[config.mk]
export PLATFORM = sky130hd
export DESIGN_NAME = axi_info_ext
export DESIGN_NICKNAME = d
export VERILOG_FILES = /design/src/rtl/axi_info_pkg.sv /design/src/rtl/axi_info_ext.sv
export SDC_FILE = /design/constraint.sdc
export NUM_CORES = 1
export LEC_CHECK = 0
export CORE_MARGIN = 2
export CORE_UTILIZATION = 50
export CTS_CLUSTER_SIZE = 28
export DETAILED_ROUTE_END_ITERATION = 6
export PLACE_DENSITY = 0.82
export SETUP_SLACK_MARGIN = 0.1
export SKIP_CTS_REPAIR_TIMING = 1
export SYNTH_ARGS = -nofsm -noshare
export SYNTH_HDL_FRONTEND = slang
export SYNTH_SLANG_ARGS = --single-unit
[constraint.sdc]
create_clock -name ap_clk -period 1.9 [get_ports ap_clk]
set_input_delay 0.285 -clock ap_clk [delete_from_list [all_inputs] [get_ports ap_clk]]
set_output_delay 0.285 -clock ap_clk [all_outputs]
set_load 0.02 [all_outputs]
[src/rtl/axi_info_pkg.sv]
// Shared response codes and address classification for the
// AXI-Lite information block.
package axi_info_pkg;

    localparam logic [1:0] RESP_OKAY   = 2'b00;
    localparam logic [1:0] RESP_SLVERR = 2'b10;
    localparam logic [1:0] RESP_DECERR = 2'b11;

    typedef enum logic [2:0] {
        IDX_CONST,
        IDX_SCR,
        IDX_CNT_LO,
        IDX_CNT_HI,
        IDX_UNMAP
    } idx_kind_e;

    function automatic idx_kind_e classify(
        input int unsigned idx,
        input int unsigned n,
        input int unsigned s
    );
        if (idx < n)
            return IDX_CONST;
        else if (idx < n + s)
            return IDX_SCR;
        else if (idx == n + s)
            return IDX_CNT_LO;
        else if (idx == n + s + 1)
            return IDX_CNT_HI;
        else
            return IDX_UNMAP;
    endfunction

endpackage

[src/rtl/axi_info_ext.sv]
// AXI-Lite slave: read-only constant words, byte-writable scratch
// words and a 64-bit free-running cycle counter.
module axi_info_ext
    import axi_info_pkg::*;
#(
    parameter int unsigned            N          = 6,
    parameter int unsigned            S          = 2,
    parameter logic [N-1:0][31:0]     DATA       = '0,
    parameter int unsigned            ADDR_WIDTH = 8
) (
    input  logic                  ap_clk,
    input  logic                  ap_rst_n,
    input  logic                  s_axi_AWVALID,
    output logic                  s_axi_AWREADY,
    input  logic [ADDR_WIDTH-1:0] s_axi_AWADDR,
    input  logic                  s_axi_WVALID,
    output logic                  s_axi_WREADY,
    input  logic [31:0]           s_axi_WDATA,
    input  logic [3:0]            s_axi_WSTRB,
    output logic                  s_axi_BVALID,
    input  logic                  s_axi_BREADY,
    output logic [1:0]            s_axi_BRESP,
    input  logic                  s_axi_ARVALID,
    output logic                  s_axi_ARREADY,
    input  logic [ADDR_WIDTH-1:0] s_axi_ARADDR,
    output logic                  s_axi_RVALID,
    input  logic                  s_axi_RREADY,
    output logic [31:0]           s_axi_RDATA,
    output logic [1:0]            s_axi_RRESP
);

    localparam int unsigned SW = (S == 0) ? 1 : S;

    generate
        if (4 * (N + S + 2) > (1 << ADDR_WIDTH)) begin : g_addr_chk
            $error("axi_info_ext: ADDR_WIDTH too small for N+S+2 words");
        end
    endgenerate

    logic                  r_en;
    logic                  r_aw_held;
    logic                  r_w_held;
    logic [ADDR_WIDTH-1:0] r_aw_addr;
    logic [31:0]           r_w_data;
    logic [3:0]            r_w_strb;
    logic                  r_bvalid;
    logic [1:0]            r_bresp;
    logic                  r_rvalid;
    logic [31:0]           r_rdata;
    logic [1:0]            r_rresp;
    logic [63:0]           r_cnt;
    logic [31:0]           r_snap;
    logic [31:0]           r_scr [SW];

    logic                  w_aw_hs;
    logic                  w_w_hs;
    logic                  w_ar_hs;
    logic                  w_commit;
    logic [ADDR_WIDTH-1:0] w_wr_addr;
    logic [31:0]           w_wr_data;
    logic [3:0]            w_wr_strb;
    int unsigned           w_wr_idx;
    int unsigned           w_ar_idx;
    idx_kind_e             w_wr_kind;
    idx_kind_e             w_ar_kind;
    logic [31:0]           w_rd_data;
    logic [1:0]            w_rd_resp;
    logic [1:0]            w_wr_resp;

    // r_en keeps every ready low until the first edge after reset
    assign s_axi_AWREADY = r_en & ~r_aw_held & ~r_bvalid;
    assign s_axi_WREADY  = r_en & ~r_w_held & ~r_bvalid;
    assign s_axi_ARREADY = r_en & ~r_rvalid;
    assign s_axi_BVALID  = r_bvalid;
    assign s_axi_BRESP   = r_bresp;
    assign s_axi_RVALID  = r_rvalid;
    assign s_axi_RDATA   = r_rdata;
    assign s_axi_RRESP   = r_rresp;

    assign w_aw_hs   = s_axi_AWVALID & s_axi_AWREADY;
    assign w_w_hs    = s_axi_WVALID & s_axi_WREADY;
    assign w_ar_hs   = s_axi_ARVALID & s_axi_ARREADY;
    assign w_commit  = (r_aw_held | w_aw_hs) & (r_w_held | w_w_hs);
    assign w_wr_addr = r_aw_held ? r_aw_addr : s_axi_AWADDR;
    assign w_wr_data = r_w_held ? r_w_data : s_axi_WDATA;
    assign w_wr_strb = r_w_held ? r_w_strb : s_axi_WSTRB;
    assign w_wr_idx  = 32'(w_wr_addr >> 2);
    assign w_ar_idx  = 32'(s_axi_ARADDR >> 2);
    assign w_wr_kind = classify(w_wr_idx, N, S);
    assign w_ar_kind = classify(w_ar_idx, N, S);

    always_comb begin
        w_rd_data = '0;
        w_rd_resp = RESP_OKAY;
        unique case (w_ar_kind)
            IDX_CONST: begin
                for (int unsigned i = 0; i < N; i++)
                    if (w_ar_idx == i) w_rd_data = DATA[i];
            end
            IDX_SCR: begin
                for (int unsigned i = 0; i < S; i++)
                    if (w_ar_idx == N + i) w_rd_data = r_scr[i];
            end
            IDX_CNT_LO: w_rd_data = r_cnt[31:0];
            IDX_CNT_HI: w_rd_data = r_snap;
            default:    w_rd_resp = RESP_DECERR;
        endcase
    end

    always_comb begin
        w_wr_resp = RESP_SLVERR;
        unique case (w_wr_kind)
            IDX_SCR:   w_wr_resp = RESP_OKAY;
            IDX_UNMAP: w_wr_resp = RESP_DECERR;
            default:   w_wr_resp = RESP_SLVERR;
        endcase
    end

    always_ff @(posedge ap_clk or negedge ap_rst_n) begin
        if (!ap_rst_n) begin
            r_en      <= 1'b0;
            r_aw_held <= 1'b0;
            r_w_held  <= 1'b0;
            r_aw_addr <= '0;
            r_w_data  <= '0;
            r_w_strb  <= '0;
            r_bvalid  <= 1'b0;
            r_bresp   <= '0;
            r_rvalid  <= 1'b0;
            r_rdata   <= '0;
            r_rresp   <= '0;
            r_cnt     <= '0;
            r_snap    <= '0;
            for (int unsigned i = 0; i < SW; i++)
                r_scr[i] <= '0;
        end else begin
            r_en  <= 1'b1;
            r_cnt <= r_cnt + 64'd1;

            if (r_bvalid && s_axi_BREADY)
                r_bvalid <= 1'b0;

            if (w_commit) begin
                r_aw_held <= 1'b0;
                r_w_held  <= 1'b0;
                r_bvalid  <= 1'b1;
                r_bresp   <= w_wr_resp;
            end else begin
                if (w_aw_hs) begin
                    r_aw_held <= 1'b1;
                    r_aw_addr <= s_axi_AWADDR;
                end
                if (w_w_hs) begin
                    r_w_held <= 1'b1;
                    r_w_data <= s_axi_WDATA;
                    r_w_strb <= s_axi_WSTRB;
                end
            end

            if (w_commit && w_wr_kind == IDX_SCR) begin
                for (int unsigned i = 0; i < S; i++)
                    if (w_wr_idx == N + i)
                        for (int b = 0; b < 4; b++)
                            if (w_wr_strb[b])
                                r_scr[i][b*8 +: 8] <= w_wr_data[b*8 +: 8];
            end

            // Read mux sees pre-commit scratch, so a coincident read
            // returns the old value.
            if (w_ar_hs) begin
                r_rvalid <= 1'b1;
                r_rdata  <= w_rd_data;
                r_rresp  <= w_rd_resp;
                if (w_ar_kind == IDX_CNT_LO)
                    r_snap <= r_cnt[63:32];
            end else if (r_rvalid && s_axi_RREADY) begin
                r_rvalid <= 1'b0;
            end
        end
    end

endmodule

Yosys cells after proc, flatten, opt, wreduce, memory -nomap -nowiden
Index checks and enable logic that the tools add are counted.

Flip-flop bits (word level): 245. Input port bits: 59. Word-level logic and storage cells: 99. Output and inout bits: 41.

Mux-type cells: 24. Reduce and logical (&&, ||, !) cells: 20. Bitwise gates (word level): 16. Add/subtract/negate cells: 1. Equality and inequality tests: 13. Magnitude comparators: 4.

Operator list (count): 32-bit two-way mux (3); 32-bit one-hot mux with 3 select lines (1); 64-bit by 1-bit adder with 64-bit output (second input constant) (1); 6-bit by 3-bit == test with 1-bit output (second input constant) (4); 6-bit by 4-bit == test with 1-bit output (second input constant) (4); 3-bit two-way mux (8); 3-bit AND reduction (8); 6-bit by 3-bit less-than comparator with 1-bit output (second input constant) (2); 6-bit by 4-bit less-than comparator with 1-bit output (second input constant) (2); 1-bit bitwise AND (9); 1-bit two-way mux (8); 8-bit two-way mux (1); 2-bit nonzero test (4); 3-bit by 1-bit == test with 1-bit output (second input constant) (2); 3-bit by 2-bit == test with 1-bit output (second input constant) (2); 2-bit AND reduction (3); 1-bit inverter (5); 4-bit two-way mux (1); 2-bit one-hot mux with 2 select lines (1); 4-bit OR reduction (1); 3-bit == test (second input constant) (1); 1-bit logical AND (3); 3-bit logical NOT (1); 2-bit two-way mux (1); 1-bit bitwise OR (2).

Depth between registers and ports, before layout
Word-level depth: 9. Gate-level depth with buffers: 7. Mapped depth without buffers: 6.

Least setup slack after synthesis
Ideal clock, no wire load.

Path kind: reg-to-reg. Start point: register r_rvalid, in the netlist s_axi_RVALID. End point: register r_snap[10]. Buffers on the path: 2. Slack: -280 ps. Arrival time: 2055 ps. Library setup time: 125 ps. Clock period less this slack: 2180 ps. Data required time: 1775 ps. Stages on the path, launching flop included: 7. Path through: dfrtp_1 > nor2b_1 > nand3_1 > nor3b_1 > buf_2 > buf_2 > mux2_2.

Cells in the longest elaborated chain, start to end: 4.

RTL lines: from (decl) (line axi_info_ext.sv:48) `logic r_rvalid;`; from (signal assigned) (line axi_info_ext.sv:129) `r_rvalid <= 1'b0;`; from (signal assigned) (line axi_info_ext.sv:171) `r_rvalid <= 1'b1;`; from (signal assigned) (line axi_info_ext.sv:177) `r_rvalid <= 1'b0;`; 1-bit inverter (line axi_info_ext.sv:73) `assign s_axi_ARREADY = r_en & ~r_rvalid;`; 1-bit bitwise AND (line axi_info_ext.sv:73); named net s_axi_ARREADY (line axi_info_ext.sv:24) `output logic s_axi_ARREADY,`; 1-bit bitwise AND (line axi_info_ext.sv:82) `assign w_ar_hs = s_axi_ARVALID & s_axi_ARREADY;`; 2-bit AND reduction (no line); to (signal assigned) (line axi_info_ext.sv:175) `r_snap <= r_cnt[63:32];`; to (decl) (line axi_info_ext.sv:52) `logic [31:0] r_snap;`.

The timed path passes the listed nets, and every way through them passes these cells. A chain may end at the register's enable or synchronous reset.

Worst setup path in the final report
Start point: register r_aw_held. End point: register r_scr[32] (netlist name).

Cells in the longest elaborated chain, start to end: 9. Elaborated cells on any way between the ends: 19. Those cells by class: 2 x order compare; 4 x eq/ne; 5 x mux; 6 x bitwise; 2 x reduce/logical.

RTL lines: from (decl) (line axi_info_ext.sv:41) `logic r_aw_held;`; from (signal assigned) (line axi_info_ext.sv:122) `r_aw_held <= 1'b0;`; from (signal assigned) (line axi_info_ext.sv:144) `r_aw_held <= 1'b0;`; from (signal assigned) (line axi_info_ext.sv:150) `r_aw_held <= 1'b1;`; branches (longest 8 deep; another with 6-bit by 4-bit less-than comparator with 1-bit output); 3-bit AND reduction (no line) (*); to (signal, indexed assignment) (line axi_info_ext.sv:165) `r_scr[i][b*8 +: 8] <= w_wr_data[b*8 +: 8];`; to (decl) (line axi_info_ext.sv:53) `logic [31:0] r_scr [SW];`.

Mark *: on every way between the ends.

==> impl_metrics.py <==
metrics = {
    "finish": {
        "synthToLayoutAreaGrowth_pct": 37.5,
        "final_cell_count_no_fill": 1421,
        "n_fill_cell": 1347,
        "n_antenna_cell": 0,
        "layout-drive-gt1-share": 0.397,
        "final_nets": 1182,
        "final_common_cell": "dfrtp_1",
        "layout_common_cells": "232 x dfrtp_1, 120 x mux2_2, 89 x buf_4, 58 x nor2_1, 53 x clkdlybuf4s50_1",
    },
    "synthesis": {
        "synth_edf_count": 0,
        "synth.distinct_cells": 48,
        "synth_nets": 966,
        "synth-seq-cells": 242,
        "ys_seq_area_frac": 0.548,
        "synth_area_leaders": "dfrtp_1 55%, mux2_2 17%, xor2_1 2.6%",
        "synth_top_area_share": 0.548,
        "synth-async-reset-ratio": 1.00,
        "avgSynthCellArea_sq_um": 12.2,
        "yosysWarningCount": 0,
        "synth_area_sq_um": 11000,
        "synth_top_area_cell": "dfrtp_1",
        "syn-instance-count": 906,
        "synth_ff_type": "dfrtp_1",
    },
    "flow_run": {
        "max-cap-violations": 0,
    },
    "floorplan": {
        "die_area_sq_um": 23300,
        "fp-row-count": 54,
        "core_region_area_sq_um": 21800,
        "fp.dieH_microns": 153,
        "ios": 100,
        "dieWidth_microns": 153,
        "start_util": 0.508,
    },
    "global_route": {
        "grt_max_degree": 80,
        "antenna_found_initial": 0,
        "globalRouteTotalUtil": 0.222,
        "grt_pass1_wl_microns": 42600,
        "grt_pass1_vias": 7961,
        "grt_overflow": 0,
    },
    "critical_path": {
        "cp-start-kind": "flop",
        "crit_arrival_ns": 2.48,
        "crit_path_end_kind": "flop",
        "cp_max_fo": 9,
        "crit_required_ns": 2.31,
        "path_class": "reg2reg",
    },
    "detailed_routing": {
        "top_layer_used": "met4",
        "ant_nets": 0,
        "vias_per_cell": 5.84,
        "wl_per_cell_microns": 21.4,
        "met2_length_microns": 14800,
        "routed_wl_microns": 30400,
        "dr.first_iter.drc_count": 567,
        "wl_met3_microns": 1940,
        "vias": 8304,
        "drt_drc_violations_left": 0,
        "m1WireLength_microns": 12800,
        "firstDrtPassIters": 5,
    },
    "clock_tree": {
        "cts_inserted_buffers": 26,
        "clk_pin_slew_ns": 0.06,
        "cts_tree": "done",
        "clk_latency_ns": 0.54,
        "h-tree-depth": 1,
        "cts_root_buf": "clkbuf_16",
        "cts.path.max_buffers": 3,
        "clock_sinks": 242,
    },
    "timing": {
        "slew_headroom": 0.560,
        "period_needed_ns": 2.07,
        "rsz0062_at_grt": "yes",
        "setup_slack_ns": -0.173,
        "timing.final.crit_share": 1.09,
        "hold_viol_final": 0,
        "fmax_ghz": 0.483,
        "worst_slew_pin_slew_ns": 0.642,
        "maxSlewViolCount": 0,
        "finalClockSkew_ns": 0.0136,
        "setup_violations": 88,
    },
    "outcome": {
        "violations": "negative setup slack",
        "status": "finished, violations left",
    },
    "power": {
        "internal_power_mw": 10.2,
        "power_switching_mw": 3.74,
        "sw_frac_of_total": 0.269,
        "powerDensity_nw_per_um2": 916,
        "seq_power_share": 0.455,
        "power_frac_clock": 0.348,
        "combinationalPowerShare": 0.197,
        "irDropWorstVdd_uv": 808,
        "leakagePower_nw": 7.52,
    },
    "placement": {
        "dpl.cell_count": 1342,
        "dp_hpwl_microns": 18300,
        "place_ws_ns": -0.489,
        "portBuffers": 95,
        "routabilityCongestion": 0.853,
    },
    "min_path": {
        "hp-class": "in2async",
    },
}
## area by class of cell
class | count | area [sq um] | area share
Tap cell | 280 | 350 | 0.0231
Sequential cell | 242 | 6070 | 0.400
Clock inverter | 5 | 25.0 | 0.00165
Timing Repair Buffer | 231 | 2500 | 0.164
Multi-Input combinational cell | 609 | 5420 | 0.357
Inverter | 12 | 47.5 | 0.00313
Clock buffer | 42 | 782 | 0.0515
## metal layers
layer / GRT usage / vias to the layer above
met4: 0.0573 / 0
li1: - / 3688
met5: 0 / -
met2: 0.350 / 331
met1: 0.325 / 4216
met3: 0.0347 / 69
## kinds of logic (layout without fill, tap and decap cells)
family | after synthesis | in the layout | share of synthesized area
adder cells (fa/ha/maj) | 1 | 1 | 0.00113
multiplexers | 175 | 175 | 0.179
AND/OR/NAND/NOR | 229 | 229 | 0.119
AO/OA/AOI/OAI | 141 | 141 | 0.0832
buffers and inverters | 55 | 290 | 0.0203
other | 1 | 1 | 0.000340
XOR/XNOR | 62 | 62 | 0.0492
flip-flops | 242 | 242 | 0.548
## power by group through the flow
stage	Sequential, mW	Combinational (mW)	Clock (mW)
floorplan	6.26	1.70	0
global placement	6.33	2.50	0
detailed placement	6.38	2.58	0
CTS	6.31	2.63	4.84
global route	6.40	2.95	5.09
finish	6.33	2.75	4.83
## synth_stat cells (2+ instances only)
master and n:
dfrtp_1 242, nor4_2 2, mux2_2 168, or3_1 2, xor2_1 33, nand4_1 15
buf_1 4, nor4_4 3, nand4_4 2, nand2_1 55, a21oi_1 35, clkbuf_1 31
and3_1 6, nor3_2 3, and3b_1 3, nand3_1 30, buf_4 3, o21ai_0 37
a22oi_1 32, nor2_1 64, mux2i_1 4, nor3_1 18, nor3_4 4, nor3b_4 4
mux2_1 2, nor3b_1 2, nor4_1 6, a22o_1 32, nand3b_1 2, buf_2 5
inv_1 12, xnor2_1 29
## worst paths after layout
kind	start	endpoint	slack (ns)	depth (start not counted)
worst max-delay path	r_aw_held$_DFFE_PN0P_	r_scr[32]$_DFFE_PN0P_	-0.17	7
worst min-delay path	ap_rst_n	r_w_data[31]$_DFFE_PN0P_	0.18	2
worst max register to register	r_aw_held$_DFFE_PN0P_	r_scr[32]$_DFFE_PN0P_	-0.17	7
worst min register to register	s_axi_BRESP[1]$_DFFE_PN0P_	s_axi_BRESP[1]$_DFFE_PN0P_	0.49	1
max in group asynchronous	ap_rst_n	r_w_data[1]$_DFFE_PN0P_	1.07	3
min in group ap_clk	s_axi_BREADY	s_axi_BVALID$_DFFE_PN0P_	0.33	2
## worst max-delay path, stage by stage (launching register included)
cell	delay, ns
dfrtp_2	0.44
buf_4	0.14
nand4b_1	0.13
a211o_1	0.32
buf_12	0.17
nor3b_4	0.22
buf_6	0.18
mux2_2	0.34
## through the flow
step	instance area [sq um]	power, mW	utilization	hold slack (ns)	TNS (ns)
finish	15200	13.9	0.698	0.177	-6.32
global route	15200	14.4	0.698	0.195	-13.27
CTS	14100	13.8	0.646	-0.423	-10.99
detailed placement	13300	8.97	0.609	0.124	-36.03
global placement	13300	8.84	0.609	0.124	-30.97
floorplan	11200	7.96	-	-0.0106	-8.36
## registers in the layout (all words and copies together) (netlist names), 2 cells and up
signal and flops:
s_axi_RDATA 32, r_aw_addr 6, r_w_strb 4, s_axi_BRESP 2
r_w_data 32, r_cnt 64, r_snap 32, r_scr 64
Power figures use the tool's default switching activity.
